**config.mk**
```make
export PLATFORM = sky130hd
export DESIGN_NAME = pwm_compare
export DESIGN_NICKNAME = d
export VERILOG_FILES = /design/src/rtl/pwm_compare_pkg.sv /design/src/rtl/pwm_compare_count_boundary_det.sv /design/src/rtl/pwm_compare.sv
export SDC_FILE = /design/constraint.sdc
export NUM_CORES = 1
export LEC_CHECK = 0
export ABC_AREA = 1
export CAP_MARGIN = 0
export CORE_MARGIN = 2
export CORE_UTILIZATION = 53
export CTS_CLUSTER_DIAMETER = 100
export CTS_CLUSTER_SIZE = 20
export DETAILED_ROUTE_END_ITERATION = 12
export GPL_TIMING_DRIVEN = 0
export PLACE_DENSITY = 0.76
export REMOVE_ABC_BUFFERS = 1
export SLEW_MARGIN = 10
export SYNTH_ARGS = -nofsm -noshare
export SYNTH_HDL_FRONTEND = slang
export SYNTH_SLANG_ARGS = --single-unit
```
**constraint.sdc**
```tcl
create_clock -name clk -period 2.5 [get_ports clk]
set_input_delay 0.25 -clock clk [delete_from_list [all_inputs] [get_ports clk]]
set_output_delay 0.25 -clock clk [all_outputs]
set_load 0.02 [all_outputs]
```
**src/rtl/pwm_compare_pkg.sv**
```systemverilog
// Shared types for the PWM compare block: run/drain FSM state encoding.
package pwm_compare_pkg;

   typedef enum logic [1:0] {
      S_IDLE  = 2'd0,
      S_ARM   = 2'd1,
      S_RUN   = 2'd2,
      S_DRAIN = 2'd3
   } state_e;

   // States in which the PWM waveform is driven from the compare result.
   function automatic logic is_active_state(input state_e s);
      return (s == S_RUN) || (s == S_DRAIN);
   endfunction

endpackage

```
**src/rtl/pwm_compare_count_boundary_det.sv**
```systemverilog
// Detects real count progress and period boundaries on an upstream count bus
// whose counter may stall; a stalled value never re-triggers a boundary.
module count_boundary_det #(
   parameter int unsigned            DATA_WIDTH = 8,
   parameter logic [DATA_WIDTH-1:0]  COUNT_FROM = '0
) (
   input  logic                  clk,
   input  logic                  rst,
   input  logic [DATA_WIDTH-1:0] count,
   output logic                  advance,
   output logic                  boundary
);

   logic [DATA_WIDTH-1:0] count_q, count_d;
   logic                  first_q, first_d;

   // Previous-count history; the first cycle after reset always counts as progress.
   always_comb begin
      count_d  = count;
      first_d  = 1'b0;
      advance  = first_q | (count != count_q);
      boundary = advance & (count == COUNT_FROM);
   end

   // History registers.
   always_ff @(posedge clk or negedge rst) begin
      if (!rst) begin
         count_q <= '0;
         first_q <= 1'b1;
      end else begin
         count_q <= count_d;
         first_q <= first_d;
      end
   end

endmodule

```
**src/rtl/pwm_compare.sv**
```systemverilog
// PWM generator driven by an external count bus. The compare value is
// double-buffered (shadow loaded by valid/ready, applied at a period boundary)
// and a run/drain FSM lets the waveform stop cleanly at the end of a period.
//
//   state   | meaning
//   --------+-------------------------------------------------------------
//   S_IDLE  | stopped, output inactive, shadow applied immediately
//   S_ARM   | run requested, waiting for the next period boundary
//   S_RUN   | generating PWM
//   S_DRAIN | stop requested, finishing the current period
module pwm_compare
   import pwm_compare_pkg::*;
#(
   parameter int unsigned           DATA_WIDTH    = 8,
   parameter logic [DATA_WIDTH-1:0] COUNT_FROM    = '0,
   parameter bit                    INVERT        = 1'b0,
   parameter logic [DATA_WIDTH-1:0] COMPARE_RESET = '0
) (
   input  logic                  clk,
   input  logic                  rst,
   input  logic                  en,
   input  logic [DATA_WIDTH-1:0] count,
   input  logic [DATA_WIDTH-1:0] cmp_data,
   input  logic                  cmp_valid,
   output logic                  cmp_ready,
   output logic                  pwm_out,
   output logic                  match,
   output logic                  period_start,
   output logic                  busy
);

   logic advance;
   logic boundary;

   state_e                state_q, state_d;
   logic [DATA_WIDTH-1:0] shadow_q, shadow_d;
   logic                  full_q, full_d;
   logic [DATA_WIDTH-1:0] active_q, active_d;
   logic                  pwm_q, pwm_d;
   logic                  match_q, match_d;
   logic                  period_start_q, period_start_d;
   logic                  busy_q, busy_d;

   logic                  accept;
   logic                  apply;
   logic [DATA_WIDTH-1:0] eff_cmp;

   count_boundary_det #(
      .DATA_WIDTH (DATA_WIDTH),
      .COUNT_FROM (COUNT_FROM)
   ) u_det (
      .clk      (clk),
      .rst      (rst),
      .count    (count),
      .advance  (advance),
      .boundary (boundary)
   );

   // Compare buffering, FSM next state and next output values.
   always_comb begin
      accept   = cmp_valid & ~full_q;
      apply    = full_q & (boundary | (state_q == S_IDLE));
      // A pending word takes effect on the boundary cycle itself.
      eff_cmp  = (boundary & full_q) ? shadow_q : active_q;

      shadow_d = shadow_q;
      full_d   = full_q;
      active_d = active_q;
      // accept needs an empty shadow and apply a full one, so they never collide.
      if (accept) begin
         shadow_d = cmp_data;
         full_d   = 1'b1;
      end
      if (apply) begin
         active_d = shadow_q;
         full_d   = 1'b0;
      end

      state_d = state_q;
      unique case (state_q)
         S_IDLE:  if (en) state_d = S_ARM;
         S_ARM:   if (!en) state_d = S_IDLE;
                  else if (boundary) state_d = S_RUN;
         S_RUN:   if (!en) state_d = S_DRAIN;
         S_DRAIN: if (en) state_d = S_RUN;
                  else if (boundary) state_d = S_IDLE;
         default: state_d = S_IDLE;
      endcase

      // Drive from the compare whenever the FSM is, or is entering, an active
      // state: this covers ARM->RUN on the boundary and keeps the DRAIN->IDLE
      // boundary cycle inactive so no stray pulse starts a new period.
      pwm_d          = is_active_state(state_d) ? ((count < eff_cmp) ^ INVERT) : INVERT;
      match_d        = advance & (count == eff_cmp) & (state_q != S_IDLE);
      period_start_d = boundary & ((state_q == S_RUN) | ((state_q == S_ARM) & en));
      busy_d         = (state_d != S_IDLE);
   end

   // State and output registers; reset discards any pending shadow word.
   always_ff @(posedge clk or negedge rst) begin
      if (!rst) begin
         state_q        <= S_IDLE;
         shadow_q       <= '0;
         full_q         <= 1'b0;
         active_q       <= COMPARE_RESET;
         pwm_q          <= INVERT;
         match_q        <= 1'b0;
         period_start_q <= 1'b0;
         busy_q         <= 1'b0;
      end else begin
         state_q        <= state_d;
         shadow_q       <= shadow_d;
         full_q         <= full_d;
         active_q       <= active_d;
         pwm_q          <= pwm_d;
         match_q        <= match_d;
         period_start_q <= period_start_d;
         busy_q         <= busy_d;
      end
   end

   assign cmp_ready    = ~full_q;
   assign pwm_out      = pwm_q;
   assign match        = match_q;
   assign period_start = period_start_q;
   assign busy         = busy_q;

endmodule

```
==> results.json, run 1 <==
{
  "ys_top_cells_by_area": "dfrtp_1 (47%), nand2_1 (8.2%), inv_1 (6.3%)",
  "via_per_inst": 4.99,
  "p_leak_nw": 1.00,
  "grt_use_total_pct": 19.3,
  "rows": 20,
  "skew_ns": 0.00800,
  "antennaDiodeCount": 0,
  "ios": 25,
  "rsz0062_at_grt": "false",
  "drtAntennaViolNets": 0,
  "crit_arrival_ns": 2.48,
  "synth_cell_types": 27,
  "setup_violations": 0,
  "syn_inst": 186,
  "cp-end-kind": "flop",
  "h-tree-depth": 2,
  "path_clk_slew_ns": 0.08,
  "design_area_sq_um": 2010,
  "cp-start-kind": "input pin",
  "tightest_slew_ns": 0.690,
  "synth_top_area_share_pct": 46.8,
  "crit_required_ns": 2.72,
  "grt.overflow.total": 0,
  "cap_violations": 0,
  "start_util_pct": 55.2,
  "grt_pass1_wl_um": 5040,
  "antenna_found_initial": 0,
  "netlist_area_sq_um": 1660,
  "drt-pass1-iter-count": 4,
  "portBuffers": 24,
  "clock_tree.buffer_depth": 2,
  "setup_tns_ns": 0,
  "cts_tree": "done",
  "die_w_um": 59.9,
  "holdPathStages": 1,
  "die_area_sq_um": 3590,
  "post-route-period-util_pct": 90.4,
  "area_growth_pct": 21.1,
  "timing.slew.headroom_pct": 54.0,
  "drt-total-wl_um": 2950,
  "synth_warnings": 0,
  "path_max_fanout": 15,
  "clk_latency_ns": 0.34,
  "nets": 247,
  "status": "finished clean",
  "dp_hpwl_um": 2190,
  "criticalPathCategory": "in2reg",
  "drc": 0,
  "die_height_um": 59.9,
  "p_per_area_nw_per_um2": 765,
  "post_dp_cell_area_sq_um": 1900,
  "slew_violations": 0,
  "drive_above_1_share_pct": 18.3,
  "max_freq_mhz": 443,
  "drtIter0Drc": 36,
  "hp-class": "in2reg",
  "avgSynthCellArea_sq_um": 8.91,
  "yosys.area.top_type": "dfrtp_1",
  "grt_pass1_vias": 1233,
  "dr_total_vias": 1258,
  "ys_ff_latch": 32,
  "ir_drop_v": 0.000545,
  "cts_inserted_buffers": 5,
  "fp.coreArea_sq_um": 3000,
  "rr_worst_depth": 16,
  "wl_per_cell_um": 11.7,
  "gp_congestion": 0.747,
  "yosysSeqAreaShare_pct": 48.4,
  "finalHoldViolations": 0,
  "min_period_ns": 2.26,
  "grt_max_degree": 33,
  "clock-sinks": 32,
  "cts-root-buf": "clkbuf_4"
}
path summary, 6_finish.rpt:
check,endpoint,slack (ns),start
min,u_det.count_q[1]$_DFF_PN0_,0.18,count[1]
min in group asynchronous,shadow_q[3]$_DFFE_PN0P_,0.48,rst
max,pwm_out$_DFF_PN0_,0.24,count[0]
min reg2reg,active_q[4]$_DFFE_PN0P_,0.48,shadow_q[4]$_DFFE_PN0P_
max reg2reg,pwm_out$_DFF_PN0_,0.34,u_det.count_q[6]$_DFF_PN0_
max in group asynchronous,pwm_out$_DFF_PN0_,1.57,rst
synthesized netlist by cell type:
cell	instances
a21oi_2	1
buf_2	1
a211oi_1	1
nand3_2	2
ha_1	8
dfstp_2	1
inv_1	28
o21ai_0	3
nand4_1	4
xor2_1	2
a21oi_1	12
nand2_8	1
nand3_1	11
mux2_2	1
dfrtp_1	31
nor4b_1	1
nand2_1	36
nor2_2	1
nor2_1	15
inv_2	1
buf_6	1
nand2_2	13
buf_12	1
o211ai_1	1
nor3_2	1
o21ai_2	7
conb_1	1
through the flow:
stage / util [%] / hold slack [ns] / setup slack [ns] / total power, mW / instances
after global placement: 63.4 / 0.459 / -0.512 / 1.25 / 240
after detailed placement: 63.2 / 0.341 / -0.548 / 1.28 / 240
after CTS: 65.6 / 0.441 / 0.0396 / 1.55 / 248
after floorplan: - / -0.0456 / 0.335 / 1.11 / 183
final: 66.9 / 0.185 / 0.240 / 1.54 / 252
after global routing: 66.9 / 0.189 / 0.0204 / 1.68 / 252
cell families (layout without fill, tap and decap cells):
family                   after synthesis  in the layout  share of synthesized area, %
AND/OR/NAND/NOR                       85             85                          25.2
flip-flops                            32             32                          48.4
buffers and inverters                 32             65                          8.75
AO/OA/AOI/OAI                         25             25                          9.66
adder cells (fa/ha/maj)                8              8                          6.04
XOR/XNOR                               2              2                          1.06
other                                  1              1                         0.226
multiplexers                           1              1                         0.679
layout by cell type, fill, tap and decap left out, types with 2 or more instances in the layout:
cell type / count
clkbuf_4: 5
dfrtp_1: 31
nand4_1: 4
xor2_1: 2
a21oi_1: 12
o21ai_0: 2
nand2_1: 36
nand2_2: 13
clkdlybuf4s50_1: 22
inv_1: 28
o21ai_2: 7
nor2_1: 15
ha_1: 8
buf_4: 4
nand3_1: 11
sequential cells by signal, indices dropped and copies added, names as in the netlist:
register and cells:
busy 1, u_det.first_q 1, pwm_out 1, active_q 8, shadow_q 8, match 1, u_det.count_q 8, state_q 2
period_start 1, full_q 1
cell type report:
type / instances / area, sq um
clock inverter: 1 / 5.00
timing repair buffer: 29 / 278
sequential: 32 / 802
fill: 249 / 995
tap: 33 / 41.3
clock buffer: 6 / 41.3
inverter: 29 / 116
multi-input combinational: 122 / 724
worst max-delay path: stages:
cell	delay, ns
clkdlybuf4s50_1	0.54
inv_1	0.11
nand2_1	0.07
nand3_1	0.09
nor2_2	0.12
nand3_2	0.14
nand3_4	0.17
inv_8	0.07
nand2_1	0.07
o21ai_2	0.06
ha_1	0.31
nand2_1	0.06
o21ai_1	0.13
nand4_1	0.09
o211ai_1	0.12
nor2_1	0.08
where the power goes:
part | switching [mW] | total (mW) | internal [mW]
clock | 0.165 | 0.268 | 0.103
sequential | 0.100 | 0.763 | 0.662
combinational | 0.268 | 0.505 | 0.236
layer usage:
layer | GRT usage [%] | routed length, um
met2 | 32.6 | 1440
met4 | 10.5 | 44
met1 | 22.3 | 1330
met3 | 4.55 | 135
met5 | 0 | 0
repair_timing:
| item | in CTS | in global routing |
|---|---|---|
| gates resized for setup | 3 | 4 |
| setup buffers | 0 | 4 |
| pin swaps | 0 | 2 |
| endpoints found under the setup margin | 2 | 2 |
| hold buffers | 1 | 0 |
| hold endpoints to repair | 31 | 0 |
| gates cloned | 0 | 0 |
(Power assumes the default switching activity.)
==> run 2: changes to the inputs <==
- CAP_MARGIN: 0 -> 30
==> results of run 2 <==
The final DEF is identical to that of run 1; final timing and power are the same.
